$ cat src/rtl/instruction_fetch_unit.sv
// Fetch stage: holds the PC, reads instruction memory, hands words to decode, applies redirects.
// Optional misaligned-target trap state enabled by defining FETCH_MISALIGN_TRAP_EN.
package branch_decoder_unit_pkg;
    typedef enum logic {
        PcPlus4             = 1'b0,
        PcOrReadDataPlusImm = 1'b1
    } pc_src_t;
endpackage

module instruction_fetch_unit
    import branch_decoder_unit_pkg::*;
#(
    parameter int unsigned      Width   = 32,
    parameter logic [Width-1:0] ResetPc = '0
) (
    input  logic                            clock,
    input  logic                            reset,
    input  logic                            redirect_valid,
    input  pc_src_t                         pc_src,
    input  logic [Width-1:0]                branch_target,
    instruction_fetch_unit_if.master        bus
);

`ifdef FETCH_MISALIGN_TRAP_EN
    typedef enum logic [1:0] {Idle, Fetch, Hold, Trap} state_t;
`else
    typedef enum logic [1:0] {Idle, Fetch, Hold} state_t;
`endif

    state_t           state_q, state_d;
    logic [Width-1:0] pc_q, pc_d;
    logic             squash_q, squash_d;
    logic [Width-1:0] squash_addr_q, squash_addr_d;
    logic             inst_valid_q, inst_valid_d;
    logic [31:0]      inst_q, inst_d;
    logic [Width-1:0] inst_pc_q, inst_pc_d;
    logic             mem_en;
    logic             redirect;
    logic [Width-1:0] load_target;

    assign redirect = redirect_valid && (pc_src == PcOrReadDataPlusImm);

`ifdef FETCH_MISALIGN_TRAP_EN
    logic misaligned_q, misaligned_d;
    logic tgt_misaligned;
    assign load_target    = branch_target;
    assign tgt_misaligned = |branch_target[1:0];
`else
    assign load_target = branch_target & ~{{(Width-2){1'b0}}, 2'b11};
`endif

    // NOTE: every value driven here gets a default first, so no path can infer a latch.
    always_comb begin
        state_d       = state_q;
        pc_d          = pc_q;
        squash_d      = squash_q;
        squash_addr_d = squash_addr_q;
        inst_valid_d  = inst_valid_q;
        inst_d        = inst_q;
        inst_pc_d     = inst_pc_q;
`ifdef FETCH_MISALIGN_TRAP_EN
        misaligned_d  = misaligned_q;
`endif
        mem_en        = 1'b0;

        unique case (state_q)
            Idle: state_d = Fetch;
            Fetch: begin
                mem_en = 1'b1;
                if (redirect) begin
                    pc_d = load_target;
                    // An ack this cycle retires the outstanding access; otherwise remember to drop it.
                    if (bus.inst_mem_ack) begin
                        squash_d = 1'b0;
                    end else if (!squash_q) begin
                        squash_d      = 1'b1;
                        squash_addr_d = pc_q;
                    end
                end else if (bus.inst_mem_ack) begin
                    if (squash_q) begin
                        squash_d = 1'b0;
                    end else begin
                        inst_d       = bus.inst_mem_rd_dat;
                        inst_pc_d    = pc_q;
                        inst_valid_d = 1'b1;
                        pc_d         = pc_q + Width'(4);
                        state_d      = Hold;
                    end
                end
            end
            Hold: begin
                if (redirect) begin
                    pc_d         = load_target;
                    inst_valid_d = 1'b0;
                    state_d      = Fetch;
                end else if (bus.inst_ready) begin
                    inst_valid_d = 1'b0;
                    state_d      = Fetch;
                end
            end
`ifdef FETCH_MISALIGN_TRAP_EN
            Trap: begin
                if (redirect) begin
                    pc_d = load_target;
                    if (!tgt_misaligned) begin
                        misaligned_d = 1'b0;
                        state_d      = Fetch;
                    end
                end
            end
`endif
            default: state_d = Idle;
        endcase

`ifdef FETCH_MISALIGN_TRAP_EN
        // Dropping en abandons any outstanding access, so there is nothing left to squash.
        if (redirect && tgt_misaligned && (state_q != Idle)) begin
            state_d      = Trap;
            squash_d     = 1'b0;
            inst_valid_d = 1'b0;
            misaligned_d = 1'b1;
        end
`endif
    end

    // NOTE: sequential state uses non-blocking assignments; reset here is synchronous and active-high.
    always_ff @(posedge clock) begin
        if (reset) begin
            state_q       <= Idle;
            pc_q          <= ResetPc;
            squash_q      <= 1'b0;
            squash_addr_q <= ResetPc;
            inst_valid_q  <= 1'b0;
            inst_q        <= '0;
            inst_pc_q     <= '0;
`ifdef FETCH_MISALIGN_TRAP_EN
            misaligned_q  <= 1'b0;
`endif
        end else begin
            state_q       <= state_d;
            pc_q          <= pc_d;
            squash_q      <= squash_d;
            squash_addr_q <= squash_addr_d;
            inst_valid_q  <= inst_valid_d;
            inst_q        <= inst_d;
            inst_pc_q     <= inst_pc_d;
`ifdef FETCH_MISALIGN_TRAP_EN
            misaligned_q  <= misaligned_d;
`endif
        end
    end

    // While squashing, the old address is held until its ack arrives.
    assign bus.inst_mem_en   = mem_en;
    assign bus.inst_mem_addr = squash_q ? squash_addr_q : pc_q;
    assign bus.inst_valid    = inst_valid_q;
    assign bus.inst          = inst_q;
    assign bus.inst_pc       = inst_pc_q;
`ifdef FETCH_MISALIGN_TRAP_EN
    assign bus.inst_misaligned = misaligned_q;
`else
    assign bus.inst_misaligned = 1'b0;
`endif

endmodule

$ cat src/rtl/instruction_fetch_unit_if.sv
// Bundles the instruction-memory read port and the fetch-to-decode handshake.
// master = fetch unit side, slave = memory/decode side.
interface instruction_fetch_unit_if #(
    parameter int unsigned Width = 32
);
    logic             inst_mem_en;
    logic [Width-1:0] inst_mem_addr;
    logic             inst_mem_ack;
    logic [31:0]      inst_mem_rd_dat;
    logic             inst_valid;
    logic             inst_ready;
    logic [31:0]      inst;
    logic [Width-1:0] inst_pc;
    logic             inst_misaligned;

    modport master (
        output inst_mem_en, inst_mem_addr,
        input  inst_mem_ack, inst_mem_rd_dat,
        output inst_valid, inst, inst_pc, inst_misaligned,
        input  inst_ready
    );

    modport slave (
        input  inst_mem_en, inst_mem_addr,
        output inst_mem_ack, inst_mem_rd_dat,
        input  inst_valid, inst, inst_pc, inst_misaligned,
        output inst_ready
    );
endinterface

$ cat src/flat_wrapper.sv
// flat-port wrapper written by rule: the top's interface ports become plain ports
module instruction_fetch_unit_flat import branch_decoder_unit_pkg::*;
#(
    parameter int unsigned      Width   = 32,
    parameter logic [Width-1:0] ResetPc = '0
)
  (clock, reset, redirect_valid, pc_src, branch_target, bus_inst_mem_en, bus_inst_mem_addr, bus_inst_mem_ack, bus_inst_mem_rd_dat, bus_inst_valid, bus_inst, bus_inst_pc, bus_inst_misaligned, bus_inst_ready);
  instruction_fetch_unit_if #(.Width(Width)) bus_i ();
  input  logic clock;
  input  logic reset;
  input  logic redirect_valid;
  input  pc_src_t pc_src;
  input  logic [Width-1:0] branch_target;
  output wire logic [$bits(bus_i.inst_mem_en)-1:0] bus_inst_mem_en;
  output wire logic [$bits(bus_i.inst_mem_addr)-1:0] bus_inst_mem_addr;
  input wire logic [$bits(bus_i.inst_mem_ack)-1:0] bus_inst_mem_ack;
  input wire logic [$bits(bus_i.inst_mem_rd_dat)-1:0] bus_inst_mem_rd_dat;
  output wire logic [$bits(bus_i.inst_valid)-1:0] bus_inst_valid;
  output wire logic [$bits(bus_i.inst)-1:0] bus_inst;
  output wire logic [$bits(bus_i.inst_pc)-1:0] bus_inst_pc;
  output wire logic [$bits(bus_i.inst_misaligned)-1:0] bus_inst_misaligned;
  input wire logic [$bits(bus_i.inst_ready)-1:0] bus_inst_ready;
  assign bus_inst_mem_en = bus_i.inst_mem_en;
  assign bus_inst_mem_addr = bus_i.inst_mem_addr;
  assign bus_i.inst_mem_ack = bus_inst_mem_ack;
  assign bus_i.inst_mem_rd_dat = bus_inst_mem_rd_dat;
  assign bus_inst_valid = bus_i.inst_valid;
  assign bus_inst = bus_i.inst;
  assign bus_inst_pc = bus_i.inst_pc;
  assign bus_inst_misaligned = bus_i.inst_misaligned;
  assign bus_i.inst_ready = bus_inst_ready;
  instruction_fetch_unit #(.Width(Width), .ResetPc(ResetPc)) u_core (.clock(clock), .reset(reset), .redirect_valid(redirect_valid), .pc_src(pc_src), .branch_target(branch_target), .bus(bus_i));
endmodule
$ cat config.mk
export PLATFORM = sky130hd
export DESIGN_NAME = instruction_fetch_unit_flat
export DESIGN_NICKNAME = d
export VERILOG_FILES = /design/src/rtl/instruction_fetch_unit.sv /design/src/rtl/instruction_fetch_unit_if.sv /design/src/flat_wrapper.sv
export SDC_FILE = /design/constraint.sdc
export NUM_CORES = 1
export LEC_CHECK = 0
export CORE_MARGIN = 4
export CORE_UTILIZATION = 25
export DETAILED_ROUTE_END_ITERATION = 7
export HOLD_SLACK_MARGIN = 0.08
export SLEW_MARGIN = 30
export SYNTH_ARGS = -nofsm -noshare
export SYNTH_HDL_FRONTEND = slang
export SYNTH_SLANG_ARGS = --single-unit
$ cat constraint.sdc
create_clock -name clock -period 3.09 [get_ports clock]
set_clock_uncertainty 0.05 [all_clocks]
set_input_delay 0.618 -clock clock [delete_from_list [all_inputs] [get_ports clock]]
set_output_delay 0.618 -clock clock [all_outputs]
set_load 0.01 [all_outputs]
* After elaboration in Yosys (flattened, before gate mapping) *
Cells that the tools add are included.
Widths: inputs -> output; s select.

operators by class
  add/sub/neg operators = 1
  multiplexer cells = 22
  bitwise logic cells = 3
  equality and inequality tests = 9
  reduce and logical (&&, ||, !) cells = 10

operator list
  kind                   number
  $mux 32                5
  $pmux 32 s2            1
  $add 32x3->32 const B  1
  $reduce_and 4->1       3
  $mux 2                 5
  $mux 1                 9
  $ne 2x2->1 const B     3
  $ne 3x2->1 const B     2
  $pmux 2 s3             1
  $reduce_and 5->1       1
  $reduce_bool 2->1      2
  $ne 3x3->1 const B     1
  $not 1->1              3
  $reduce_and 3->1       1
  $eq 2x1->1 const B     1
  $eq 2x2->1 const B     1
  $logic_not 2->1        1
  $ne 2x1->1 const B     1
  $pmux 1 s2             1
  $reduce_and 2->1       1
  $logic_and 1x1->1      1

word-level totals
  register bits after elaboration = 132
  word-level logic and storage cells = 52

* Longest topological paths before layout *
  word-level depth = 5
  gate-level depth with buffers = 10

* Least setup slack after synthesis *
No wires, ideal clock.

  path kind = input-to-reg
  start = input bus_inst_mem_ack
  end = register u_core.pc_q[27]
  path slack = 1.062 ns
  arrival = 1.852 ns
  path buffers = 2
  data required time = 2.914 ns
  stages on the path = 7
  cells stage by stage = clkbuf_1 > and2b_1 > o21ai_0 > nand2_1 > buf_2 > a41oi_1 > o21ai_0

on the way
  cells in the longest elaborated chain, start to end = 2

RTL lines
  item                               RTL line                       text
  start, declared                    flat_wrapper.sv:16             input wire logic [$bits(bus_i.inst_mem_ack)-1:0] bus_inst_mem_ack;
  $ne 3x2->1 (no source line)        --
  $reduce_and 4->1 (no source line)  --
  end signal, assigned               instruction_fetch_unit.sv:130  pc_q <= ResetPc;
  end signal, assigned               instruction_fetch_unit.sv:141  pc_q <= pc_d;
  end, declared                      instruction_fetch_unit.sv:31   logic [Width-1:0] pc_q, pc_d;

Every way passes these cells.
A chain may end at the register's enable or synchronous reset.

* Final worst setup path *
  start = register u_core.squash_q
  end = output bus_inst_mem_addr[3]

on the way
  cells in the longest elaborated chain, start to end = 1

RTL lines
  item                    RTL line                       text
  start, declared         instruction_fetch_unit.sv:32   logic squash_q, squash_d;
  start signal, assigned  instruction_fetch_unit.sv:142  squash_q <= squash_d;
  $mux 32                 --
  end, declared           flat_wrapper.sv:15             output wire logic [$bits(bus_i.inst_mem_addr)-1:0] bus_inst_mem_addr;

Every way passes these cells.

==> results.cfg <==
[yosys]
synth.most_common_cell = nand2_1
async_reset_ff_frac = 0
ys_seq_area_frac = 0.435
synth_edf_count = 0
synth_area_leaders = dfxtp_1 (44%), nand2_1 (10%), a21oi_1 (7.6%)
synthCells = 756
ys_top_cells_by_count = nand2_1 (160), dfxtp_1 (128), a21oi_1 (89), nor3_1 (66), nor2_1 (65)
ys_warn_count = 0
synth_area_leader_cell = dfxtp_1
ys_ff_latch = 128
syn_area_mm2 = 0.00589
syn_area_per_cell_um2 = 7.79
synthFlopType = dfxtp_1
synth_top_cell_area_share = 0.435
synth_cell_types = 52

[job]
maxCapViolCount = 0

[sta]
max-slew-margin-rel = 0.472
rsz0062_at_grt = no
tns_ps = 0
hold_viol = 0
layout_min_cycle_time_ps = 2660
worstMarginPinSlew_ps = 791
fmax_mhz = 376
timing.final.crit_share = 0.860
setup_violations = 0
drv_slew = 0

[global_route]
met3_usage = 0.0490
antenna_found_initial = 2
grt_max_degree = 52
grt-ovfl-total = 0
grt_pass1_vias = 5497
grt_util_all_layers = 0.150
use_met2 = 0.237
met1_usage = 0.195
grt_pass1_wl_um = 31100
grt-busiest-layer = met2

[die]
die_h_um = 161
fp.dieArea_mm2 = 0.0261
num_io_pins = 169
initial_core_util = 0.257
core_area_mm2 = 0.0229
die_w_um = 161
rows = 55

[clock_network]
clk_pin_slew_ps = 60
post-cts-setup-buffers = 0
root_buffer = clkbuf_16
insertion_delay_ps = 410
cts_tree = yes
cts_buffers = 17
cts_resized = 0
cts_buffer_depth = 2
hold_buffers = 0
cts-htree-levels = 4
clock-sinks = 128

[cells_and_area]
drive_gt1_frac = 0.107
final_nets = 977
n_antenna_cell = 0
syn_to_final_growth_pct = 43.9
final_cell_area_mm2 = 0.00847
utilization = 0.370
stdcell_count = 1228
n_fill_cell = 2374

[power]
max-vdd-ir-drop_mv = 0.369
power_density_mw_per_mm2 = 713
leakage_nw = 2.90

[routing]
drt.antenna.violating_nets = 0
viasPerCell = 4.82
vias = 5918
route.detailed.drc = 0
totalWireLength_um = 20000
drt-wirelength-per-cell_um = 16.3
drt_iter0_markers = 493
firstDrtPassIters = 5

[critical_path]
cp.arrival_ps = 1990
max_stage_delay_ps = 520
cp_max_fo = 24
cp_slowest_cell = clkdlybuf4s50_1
cp-start-kind = register
crit_path_end_kind = output pin
worstPathRequired_ps = 2420
path_cells = buf_4 -> mux2_2 -> clkdlybuf4s50_1
critical_path_class = reg2out

[place]
gp_congestion = 0.801
portBuffers = 163
hpwl_um = 13800
place_inst = 1197
dpl-instance-area_mm2 = 0.00789

[outcome]
status = finished clean

[worst_hold_path]
hold_class = reg2reg
worst max-delay path, delay by kind of cell, from the launching register on:
| kind | cells | cell delay (ps) |
|---|---|---|
| DFF | 1 | 320 |
| buffers and inverters | 2 | 840 |
| muxes | 1 | 400 |
final timing paths:
| check | slack [ps] | end | startpoint | depth (start not counted) |
|---|---|---|---|---|
| min | 400 | u_core.bus.inst[13]$_SDFFE_PP0P_ | u_core.bus.inst[13]$_SDFFE_PP0P_ | 2 |
| max reg2reg | 710 | u_core.pc_q[22]$_SDFFE_PP0P_ | u_core.pc_q[3]$_SDFFE_PP0P_ | 6 |
| min reg2reg | 400 | u_core.bus.inst[13]$_SDFFE_PP0P_ | u_core.bus.inst[13]$_SDFFE_PP0P_ | 2 |
| max | 430 | bus_inst_mem_addr[3] | u_core.squash_q$_SDFFE_PP0P_ | 3 |
stage by stage:
stage	total power, mW	hold WS (ps)	setup slack, ps
floorplan	3.17	372	1060
global placement	4.05	391	408
detailed placement	4.07	391	334
CTS	6.10	404	395
global route	6.36	425	337
finish	6.04	401	434
state kept, by name, summed over array words and instances, names as in the netlist:
name / flops
u_core.state_q: 2
u_core.pc_q: 30
u_core.squash_q: 1
u_core.squash_addr_q: 32
u_core.bus.inst_valid: 1
u_core.bus.inst: 32
u_core.bus.inst_pc: 30
power by group:
group | internal, mW | total (mW) | switching, mW | leakage [nW]
Sequential | 1.86 | 2.09 | 0.231 | 1.04
Combinational | 0.881 | 1.95 | 1.07 | 1.58
Clock | 1.25 | 2.00 | 0.755 | 0.274
Total | 3.98 | 6.04 | 2.05 | 2.90
routing by layer:
layer  routed length, um  part of all wire
met1                8660              0.43
met2                9380              0.47
met3                1610             0.081
met4                 344             0.017
met5                  22            0.0011
cells in the final DEF, fill, tap and decap left out, drive strengths merged, types with 2 or more instances in the layout:
master and count:
and4 4, or4 2, a2111oi 2, a311oi 2, nor3b 2, nand3 20, clkdlybuf4s50 162, and3 9
nand2b 3, a31oi 6, o22ai 11, a21oi 89, nor4 6, and2 7, nand4 9, clkbuf 22
o31ai 4, a32o 3, clkinv 3, clkinvlp 4, ha 4, inv 4, buf 26, a22oi 4
mux2 30, nor3 67, o21a 3, nor2 66, dfxtp 128, bufinv 2, mux2i 4, a21o 5
conb 3, o21ai 17, a211oi 7, nand2 160, a2bb2oi 3
cell type report:
cell class | instances | area (um2) | area share
multi-input combinational | 564 | 3060 | 0.362
inverter | 4 | 15.0 | 0.00177
timing repair buffer | 188 | 1850 | 0.219
clock buffer | 22 | 474 | 0.0560
clock inverter | 9 | 109 | 0.0129
tap | 313 | 392 | 0.0462
sequential | 128 | 2560 | 0.303
cells by family (layout without fill, tap and decap cells):
| group | count (synthesis) | count (layout) | share of synthesized area |
|---|---|---|---|
| and+or+nand+nor | 360 | 360 | 0.280 |
| AOI/OAI and AO/OA | 163 | 163 | 0.165 |
| DFF | 128 | 128 | 0.435 |
| buffers and inverters | 66 | 223 | 0.0468 |
| muxes | 34 | 34 | 0.0642 |
| adders and majority gates | 4 | 4 | 0.00850 |
| other | 1 | 3 | 0.000637 |
Power figures use the tool's default switching activity.
